File: src/rtl/pwm_shadow_ctrl.sv
// rtl/pwm_shadow_ctrl.sv - PWM generator with shadowed period/duty driving an external wrap counter
//
// Purpose:
//   Enables an external max-value wrap counter and turns its count/carry into a PWM
//   waveform. Period/duty arrive over a valid/ready config port. While running, a new
//   config is parked in a shadow register and only becomes active on a period
//   boundary (co). This keeps every period glitch-free.
//
// Ports:
//   clk          in   1   clock
//   rst_n        in   1   asynchronous active-low reset
//   run          in   1   level: 1 = generate, 0 = stop at end of current period
//   cfg_valid    in   1   config request
//   cfg_ready    out  1   config accept; the handshake is valid & ready at posedge clk
//   cfg_period   in   DW  period value; the period lasts cfg_period+1 cycles
//   cfg_duty     in   DW  number of high cycles per period
//   cnt_en       out  1   enable to the counter
//   max          out  DW  active period value, fed to the counter wrap value
//   cnt          in   DW  counter value
//   co           in   1   counter carry (en & cnt==max)
//   pwm          out  1   registered PWM output
//   period_done  out  1   registered copy of co
//   cfg_applied  out  1   1-cycle pulse after the shadow config was copied to active

module pwm_shadow_ctrl #(
  parameter int DW = 16
) (
  input  logic          clk,
  input  logic          rst_n,
  input  logic          run,
  input  logic          cfg_valid,
  output logic          cfg_ready,
  input  logic [DW-1:0] cfg_period,
  input  logic [DW-1:0] cfg_duty,
  output logic          cnt_en,
  output logic [DW-1:0] max,
  input  logic [DW-1:0] cnt,
  input  logic          co,
  output logic          pwm,
  output logic          period_done,
  output logic          cfg_applied
);

  typedef enum logic [1:0] {
    IDLE  = 2'd0,
    RUN   = 2'd1,
    DRAIN = 2'd2
  } state_t;

  state_t        state;
  state_t        state_next;

  logic [DW-1:0] period_act;
  logic [DW-1:0] duty_act;
  logic [DW-1:0] shadow_period;
  logic [DW-1:0] shadow_duty;
  logic          shadow_full;

  logic          accept;
  logic          apply;
  logic          idle;

  assign idle      = (state == IDLE);
  assign cfg_ready = !shadow_full;
  assign accept    = cfg_valid & cfg_ready;
  // A pending shadow is applied at a period boundary, or at once when the
  // generator has stopped (a shadow accepted on the final co lands here in IDLE).
  assign apply     = shadow_full & (co | idle);
  assign max       = period_act;

  // ---------------------------------------------------------------------------
  // FSM: state register
  // ---------------------------------------------------------------------------
  always_ff @(posedge clk or negedge rst_n) begin
    if (!rst_n) begin
      state <= IDLE;
    end else begin
      state <= state_next;
    end
  end

  // ---------------------------------------------------------------------------
  // FSM: next-state logic. Leaving the running states only happens on co, so the
  // current period always runs to completion.
  // ---------------------------------------------------------------------------
  always_comb begin
    state_next = state;
    case (state)
      IDLE: begin
        if (run) state_next = RUN;
      end
      RUN: begin
        if (!run) state_next = co ? IDLE : DRAIN;
      end
      DRAIN: begin
        if (run)     state_next = RUN;
        else if (co) state_next = IDLE;
      end
      default: state_next = IDLE;
    endcase
  end

  // ---------------------------------------------------------------------------
  // FSM: outputs decoded from the state register
  // ---------------------------------------------------------------------------
  always_comb begin
    cnt_en = 1'b0;
    if (state != IDLE) cnt_en = 1'b1;
  end

  // ---------------------------------------------------------------------------
  // Config path. accept needs an empty shadow and apply needs a full one, so the
  // two never happen in the same cycle. A handshake on the same cycle as co with
  // an empty shadow goes to the shadow and waits for the next co (no bypass).
  // ---------------------------------------------------------------------------
  always_ff @(posedge clk or negedge rst_n) begin
    if (!rst_n) begin
      period_act    <= '0;
      duty_act      <= '0;
      shadow_period <= '0;
      shadow_duty   <= '0;
      shadow_full   <= 1'b0;
      cfg_applied   <= 1'b0;
    end else begin
      cfg_applied <= apply;
      if (apply) begin
        period_act  <= shadow_period;
        duty_act    <= shadow_duty;
        shadow_full <= 1'b0;
      end else if (accept) begin
        if (idle) begin
          period_act <= cfg_period;
          duty_act   <= cfg_duty;
        end else begin
          shadow_period <= cfg_period;
          shadow_duty   <= cfg_duty;
          shadow_full   <= 1'b1;
        end
      end
    end
  end

  // ---------------------------------------------------------------------------
  // Waveform. An unsigned compare gives constant 0 for duty 0 and constant 1 for
  // duty above the period, with no special cases.
  // ---------------------------------------------------------------------------
  always_ff @(posedge clk or negedge rst_n) begin
    if (!rst_n) begin
      pwm         <= 1'b0;
      period_done <= 1'b0;
    end else begin
      pwm         <= (state != IDLE) & (cnt < duty_act);
      period_done <= co;
    end
  end

endmodule

File: config.mk
export PLATFORM = sky130hd
export DESIGN_NAME = pwm_shadow_ctrl
export DESIGN_NICKNAME = d
export VERILOG_FILES = /design/src/rtl/pwm_shadow_ctrl.sv
export SDC_FILE = /design/constraint.sdc
export NUM_CORES = 1
export LEC_CHECK = 0
export BUFFER_PORTS_ARGS = -buffer_cell sky130_fd_sc_hd__buf_2
export CAP_MARGIN = 25
export CORE_MARGIN = 3
export CORE_UTILIZATION = 37
export CTS_CLUSTER_SIZE = 24
export DETAILED_ROUTE_END_ITERATION = 8
export RECOVER_POWER = 100
export SYNTH_ARGS = -nofsm -noshare
export SYNTH_HDL_FRONTEND = slang
export SYNTH_SLANG_ARGS = --single-unit
export TNS_END_PERCENT = 1
File: constraint.sdc
create_clock -name clk -period 3.3 [get_ports clk]
set_clock_uncertainty 0.1 [all_clocks]
set_input_delay 0.495 -clock clk [delete_from_list [all_inputs] [get_ports clk]]
set_output_delay 0.495 -clock clk [all_outputs]
set_load 0.01 [all_outputs]
==> flow_summary.toml, run 1 <==
[final_layout]
num-nets-final = 385
syn2layout_area_growth_pct = 18.5
post_route_cells_drive_above_1_share = 0.329
antenna_cells = 0

[logic_synthesis]
yosys_warnings = 0
synth_area_leaders = "dfrtp_1, mux2_2, ha_1"
synthCells = 244
netlist.area_leader.share = 0.550
synth_area_mm2 = 0.00319
avgSynthCellArea_um2 = 13.1
synth_top_area_cell = "dfrtp_1"
synth.net_count = 312
synth-async-reset-ratio = 1.00
yosys_register_bits = 70
synth_edf_count = 0
seq_area_frac_synth = 0.550
yosys_most_used_dff = "dfrtp_1"
yosysUniqueCellTypes = 32

[sta]
fin_crit_sh = 0.777
slew_viol_final = 71
period_minus_slack_ns = 2.57
setup_ws_ns = 0.734
finalSetupTns_ns = 0
tightestPinTransition_ns = 1.75
fmax_mhz = 390
hold_viol_final = 0
finalSetupViolCount = 0
max_slew_margin = -0.166
grt_setup_unrepaired = "no"

[place]
gp_congestion = 0.754
hpwl_um = 4590
portBuffers = 73
pre_cts_ws_ns = 1.09

[setup_path]
cp.depth = 5
start_kind = "flop"
crit_type = "reg2reg"
cp_top_family = "simple AND/OR/NAND/NOR gates"
max_stage_delay_ns = 0.74
reg2reg_depth = 5
crit_end = "duty_act[3]$_DFFE_PN0P_"
path_cells = "nand2b_4 -> nor3_2 -> clkbuf_2 -> nor3_1 -> a221o_1"
cp.required_ns = 3.42
cp_data_arrival_time_ns = 2.68
cp_max_fo = 36
crit_buf_inv = 1
endpoint_kind = "flop"
slowest_stage = "clkbuf_2"
r2r_slack_ns = 0.73
reg2reg_from = "shadow_full$_DFFE_PN0P_"
reg2reg_to = "duty_act[3]$_DFFE_PN0P_"
crit_start = "shadow_full$_DFFE_PN0P_"

[hold_path]
hold_path.class = "in2reg"

[run_status]
violations = "capacitance limit, slew limit"
outcome = "finished, violations left"

[clock_network]
cts-resized-gates = 0
cts_setup_buffers = 0
cts-root-buf = "clkbuf_8"
cts_tree = "done"
insertion_delay_ns = 0.34
cts_max_level = 3
cts_buffer_depth = 2
cts_hold_buffers = 0
cts.clk_slew.worst_paths_ns = 0.08
clock-sinks = 70
numCtsBuffers = 9

[detailed_routing]
vias_per_cell = 5.14
vias = 2193
first_pass_iters = 4
drtAntennaViolNets = 0
wl_um = 6740
drc_errors = 0
avgRoutedWirePerCell_um = 15.8
drt-initial-drc-count = 100

[flow_run]
maxCapViolations = 1

[global_routing]
antenna_found_initial = 0
grtUsageTotal = 0.142
grt_overflow = 0
grt_pass1_vias = 2237
grt_max_degree = 71
grt_pass1_wl_um = 11100

[floorplan]
die_h_um = 98.8
core-area_mm2 = 0.00830
ios = 74
die_width_um = 98.8
row_count = 33
dieArea_mm2 = 0.00976
start_util = 0.384

[power]
power_density_mw_per_mm2 = 661
p_leak_nw = 1.81
ir_worst_vdd_mv = 0.310
[state kept, by name, summed over array words and instances (netlist names)]
name           cells
duty_act          16
max               16
shadow_duty       16
shadow_period     16
state              2
cfg_applied        1
period_done        1
pwm                1
shadow_full        1
[power by group]
| part | switching (mW) | internal (mW) |
|---|---|---|
| Clock | 0.340 | 0.373 |
| Sequential | 0.0986 | 1.07 |
| Combinational | 0.305 | 0.309 |
[metrics by stage]
stage,hold WS (ns),cell area [um^2],cells,total power [mW],utilization
floorplan,0.0994,3190,244,1.61,-
global placement,0.357,3620,411,1.81,0.436
detailed placement,0.362,3620,411,1.83,0.436
CTS,0.208,3830,427,2.55,0.461
global route,0.232,3780,427,2.66,0.455
finish,0.225,3780,427,2.50,0.455
[placed cells by master (no fill, tap or decap), drive strengths merged, types with 2 or more instances in the layout]
cell / count
a21boi: 2
a22o: 17
buf: 52
clkinvlp: 3
clkbuf: 34
nor2: 4
a21o: 17
dfrtp: 70
o21a: 2
nand2: 2
nand2b: 3
ha: 15
nor3: 18
mux2: 32
a221o: 15
inv: 18
a21oi: 6
[cell usage after synthesis, types with 2 or more instances]
library cell and instances:
dfrtp_1 70, mux2_2 32, a21o_1 17, a22o_1 17
inv_1 17, nor3_1 17, a221o_1 15, ha_1 15
buf_2 7, a21oi_1 6, buf_4 3, buf_6 3
a21boi_0 2, nand2_1 2, nand2b_1 2, nor2_1 2
nor2_2 2
[metal layers]
layer | vias to the layer above | track usage | part of all wire
li1 | 1050 | - | -
met1 | 1068 | 0.209 | 0.50
met2 | 67 | 0.208 | 0.43
met3 | 8 | 0.0333 | 0.057
met4 | 0 | 0.0473 | 0.011
met5 | - | 0 | 0
[layout make-up]
class | instances | area, um^2
clock inverter | 6 | 70.1
tap | 105 | 131
inverter | 17 | 63.8
timing repair buffer | 76 | 358
sequential | 70 | 1750
fill | 776 | 4520
multi-input combinational | 143 | 1260
clock buffer | 10 | 138
[cell families after synthesis]
| logic type | synth area share |
|---|---|
| multiplexers | 0.113 |
| flip-flops | 0.550 |
| XOR/XNOR | 0.00275 |
| buffers and inverters | 0.0499 |
| adder cells (fa/ha/maj) | 0.0589 |
| AND/OR/NAND/NOR | 0.0577 |
| AO/OA/AOI/OAI | 0.168 |
[how the worst min path moves through the flow]
stage / cells past startpoint / end / start
2_1_floorplan: 0 / cfg_applied$_DFF_PN0_ / rst_n
3_3_place_gp: 1 / max[7]$_DFFE_PN0P_ / max[7]$_DFFE_PN0P_
3_5_place_dp: 1 / max[10]$_DFFE_PN0P_ / max[10]$_DFFE_PN0P_
4_1_cts: 1 / cfg_applied$_DFF_PN0_ / rst_n
5_1_grt: 2 / state[1]$_DFFE_PN0P_ / run
6_report: 2 / state[1]$_DFFE_PN0P_ / run
Note: power is estimated with default switching activity, not from simulation.
==> run 2: changes to the inputs <==
Clock period 3.3 ns to 2.5 ns, I/O delays scaled along.
==> flow_summary.toml, run 2 (synthesis gave the netlist of run 1 again) <==
[clock_network]
cts-root-buf = "clkbuf_8"
cts_max_level = 3
cts_setup_buffers = 0
cts_buffer_depth = 2
numCtsBuffers = 9
cts-resized-gates = 0
cts_hold_buffers = 0
clock-sinks = 70
cts_tree = "done"
cts.clk_slew.worst_paths_ns = 0.06
insertion_delay_ns = 0.32

[floorplan]
die_width_um = 98.8
dieArea_mm2 = 0.00976
die_h_um = 98.8
row_count = 33
start_util = 0.384
core-area_mm2 = 0.00830
ios = 74

[hold_path]
whs_path_depth = 2
hold_path.class = "in2reg"

[sta]
max_slew_margin = -0.153
slew_viol_final = 71
tightestPinTransition_ns = 1.73
hold_viol_final = 0
finalSetupViolCount = 0
fin_crit_sh = 0.848
grt_setup_unrepaired = "no"
fmax_mhz = 472
period_minus_slack_ns = 2.12
finalSetupTns_ns = 0

[final_layout]
register_area_mm2 = 0.00175
layout_commonest_cell = "dfrtp_1"
nFillCells = 788
post_route_cells_drive_above_1_share = 0.336
syn2layout_area_growth_pct = 21.6
utilization = 0.467
final_cell_mix = "dfrtp_1, buf_2, mux2_2"
num-nets-final = 390
multiInputGateArea_mm2 = 0.00128
antenna_cells = 0

[setup_path]
cp_max_fo = 28
start_kind = "flop"
cp_data_arrival_time_ns = 2.23
crit_type = "reg2reg"
endpoint_kind = "flop"
reg2reg_depth = 5
cp.required_ns = 2.61

[place]
gp_congestion = 0.820
portBuffers = 73
hpwl_um = 4740

[power]
p_sw_frac = 0.269
ir_worst_vdd_mv = 0.410
power_density_mw_per_mm2 = 901
combinationalPowerShare = 0.238
p_leak_nw = 1.86
p_sw_uw = 938
internal_power_mw = 2.56
seqPwrFrac = 0.443
clkPwrFrac = 0.319

[global_routing]
grt_max_degree = 71
grt_pass1_vias = 2272
antenna_found_initial = 0
grt_overflow = 0
grtUsageTotal = 0.149
grt_pass1_wl_um = 11400

[detailed_routing]
wl_um = 6690
vias_per_cell = 5.19
vias = 2242
avgRoutedWirePerCell_um = 15.5
drt-initial-drc-count = 52
drtAntennaViolNets = 0
first_pass_iters = 4
drc_errors = 0

[flow_run]
maxCapViolations = 1

[run_status]
outcome = "finished, violations left"
violations = "capacitance limit, slew limit"
## run 2: cell types whose count changed in the layout (fill, tap and decap cells not counted), sizes merged
cell,before,now
clkbuf,34,40
clkinvlp,3,0
buf,52,54
bufinv,1,3
clkinv,1,0
inv,18,17
## run 2: critical path: stages (launching register included)
cell and delay [ns]:
dfrtp_1 0.44, nor2_1 0.48, o21a_4 0.44, buf_12 0.21
nor3_1 0.06, a221o_1 0.26
## run 2: power by group through the flow
stage          registers (mW)  logic [mW]  clock network (mW)
2_1_floorplan            1.58       0.550                   0
3_3_place_gp             1.56       0.853                   0
3_5_place_dp             1.56       0.877                   0
4_1_cts                  1.54       0.881                1.15
5_1_grt                  1.58       0.950                1.20
6_report                 1.55       0.833                1.11
## run 2: metal layers
layer	global-route usage	share of wire
met4	0.0420	0.0082
met1	0.209	0.47
met2	0.209	0.44
met3	0.0665	0.084
met5	0	0
## run 2: cell type report
cell class / instances / area share
flip-flops and latches: 70 / 0.452
well taps: 105 / 0.0339
clock buffers: 13 / 0.0410
clock inverters: 3 / 0.0232
inverters: 17 / 0.0165
multi-input cells: 143 / 0.331
repair buffers: 81 / 0.103
## run 2: metrics by stage
stage	instance area, um^2	hold slack (ns)	std cells	setup WS [ns]	power (mW)
after global routing	3880	0.0875	432	0.211	3.73
final	3880	0.119	432	0.381	3.49
after floorplan	3190	-0.0206	244	0.691	2.13
after global placement	3670	0.359	416	0.552	2.41
after detailed placement	3670	0.360	416	0.510	2.44
after CTS	3920	0.0923	432	0.518	3.57
## run 2: worst paths after layout
path                                 startpoint                    endpoint  slack, ns
setup / recovery           state[1]$_DFFE_PN0P_    duty_act[13]$_DFFE_PN0P_       0.38
hold / removal                              run        state[1]$_DFFE_PN0P_       0.12
setup reg to reg           state[1]$_DFFE_PN0P_    duty_act[13]$_DFFE_PN0P_       0.38
hold reg to reg              max[7]$_DFFE_PN0P_          max[7]$_DFFE_PN0P_       0.38
max in group asynchronous                 rst_n  shadow_duty[7]$_DFFE_PN0P_       0.87
min in group asynchronous                 rst_n    duty_act[10]$_DFFE_PN0P_       0.38
==> run 3: changes to the inputs <==
Clock period 2.5 ns to 1.8 ns, I/O delays scaled along.
==> flow_summary.toml, run 3 (synthesis gave the netlist of run 1 again) <==
[sta]
whs_ns = 0.0759
tightestPinTransition_ns = 0.734
finalSetupTns_ns = 0
slew_viol_final = 0
fin_crit_sh = 0.975
finalSetupViolCount = 0
hold_viol_final = 0
fmax_mhz = 570
max_slew_margin = 0.511
period_minus_slack_ns = 1.76

[final_layout]
antenna_cells = 0
final_cell_mix = "dfrtp_1, buf_2, mux2_2"
final_area_mm2 = 0.00399
syn2layout_area_growth_pct = 25.1
post_route_cells_drive_above_1_share = 0.377
utilization = 0.480
layout_commonest_cell = "dfrtp_1"
num-nets-final = 400

[clock_network]
cts_max_level = 3
numCtsBuffers = 9
cts-root-buf = "clkbuf_8"
cts_setup_buffers = 0
cts_buffer_depth = 2
insertion_delay_ns = 0.33
cts_tree = "done"
clock-sinks = 70
cts.clk_slew.worst_paths_ns = 0.08

[power]
ir_worst_vdd_mv = 0.631
power_density_mw_per_mm2 = 1210
p_total_mw = 4.83
p_leak_nw = 1.91

[setup_path]
cp_data_arrival_time_ns = 1.88
crit_type = "in2reg"
cp.required_ns = 1.93
endpoint_kind = "flop"
cp_max_fo = 14
crit_start = "co"
start_kind = "input pin"
reg2reg_from = "duty_act[15]$_DFFE_PN0P_"

[detailed_routing]
avgRoutedWirePerCell_um = 15.5
wl_um = 6860
vias = 2248
top_layer = "met4"
drc_errors = 0
wl_met2_um = 3080
drt-initial-drc-count = 56
first_pass_iters = 4
wl_met3_um = 531
drtAntennaViolNets = 0
vias_per_cell = 5.09
met1_length_um = 3180

[global_routing]
grt_pass1_wl_um = 11600
grt_max_degree = 43
antenna_found_initial = 0
grtUsageTotal = 0.149
grt_overflow = 0
grt_pass1_vias = 2359

[hold_path]
hold_path.class = "in2reg"
min-delay-start = "cfg_duty[11]"

[floorplan]
dieArea_mm2 = 0.00976
die_width_um = 98.8
row_count = 33
core-area_mm2 = 0.00830
ios = 74
die_h_um = 98.8
start_util = 0.384

[place]
hpwl_um = 4900
gp_congestion = 0.804
portBuffers = 73
dpl-instance-area_mm2 = 0.00376

[flow_run]
maxCapViolations = 0

[run_status]
outcome = "finished clean"
[run 3: worst max-delay path: stages]
cell	delay, ns
dlygate4sd3_1	0.54
buf_2	0.16
o21a_4	0.28
clkbuf_4	0.22
a22o_1	0.25
a21o_1	0.15
[run 3: per-layer routing]
layer,vias up,global-route usage
li1,1076,-
met1,1094,0.200
met2,68,0.230
met3,10,0.0573
met4,0,0.0378
met5,-,0
[run 3: worst paths after layout]
| check | endpoint | slack (ns) | cells after the start |
|---|---|---|---|
| min in group asynchronous | cfg_applied$_DFF_PN0_ | 0.42 | 2 |
| setup / recovery | max[14]$_DFFE_PN0P_ | 0.04 | 6 |
| setup reg to reg | pwm$_DFF_PN0_ | 0.07 | 6 |
| hold reg to reg | max[13]$_DFFE_PN0P_ | 0.38 | 1 |
| max in group asynchronous | duty_act[3]$_DFFE_PN0P_ | 0.32 | 3 |
| hold / removal | duty_act[11]$_DFFE_PN0P_ | 0.08 | 2 |
[run 3: area by class of cell]
cell class	count	area [um^2]
Clock buffer	11	151
Clock inverter	5	81.3
Fill cell	782	4310
Inverter	17	63.8
Multi-Input combinational cell	143	1320
Sequential cell	70	1750
Tap cell	105	131
Timing Repair Buffer	91	487
[run 3: what timing repair did]
| item | in CTS | in global routing |
|---|---|---|
| resized for setup | 2 | 3 |
| pin swaps | 0 | 1 |
| endpoints found under the hold margin | 30 | 0 |
| hold buffers | 3 | 0 |
| endpoints found under the setup margin | 1 | 1 |
[run 3: through the flow]
stage	instances	setup slack, ns
after floorplan	244	0.0203
after global placement	423	-0.0336
after detailed placement	423	-0.0647
after CTS	442	0.0513
after global routing	442	-0.00383
final	442	0.0442
[run 3: where the power goes]
part	internal (mW)	switching, mW	total [mW]	leakage (nW)
Sequential	1.97	0.182	2.15	0.844
Combinational	0.648	0.598	1.25	0.954
Clock	0.856	0.581	1.44	0.116
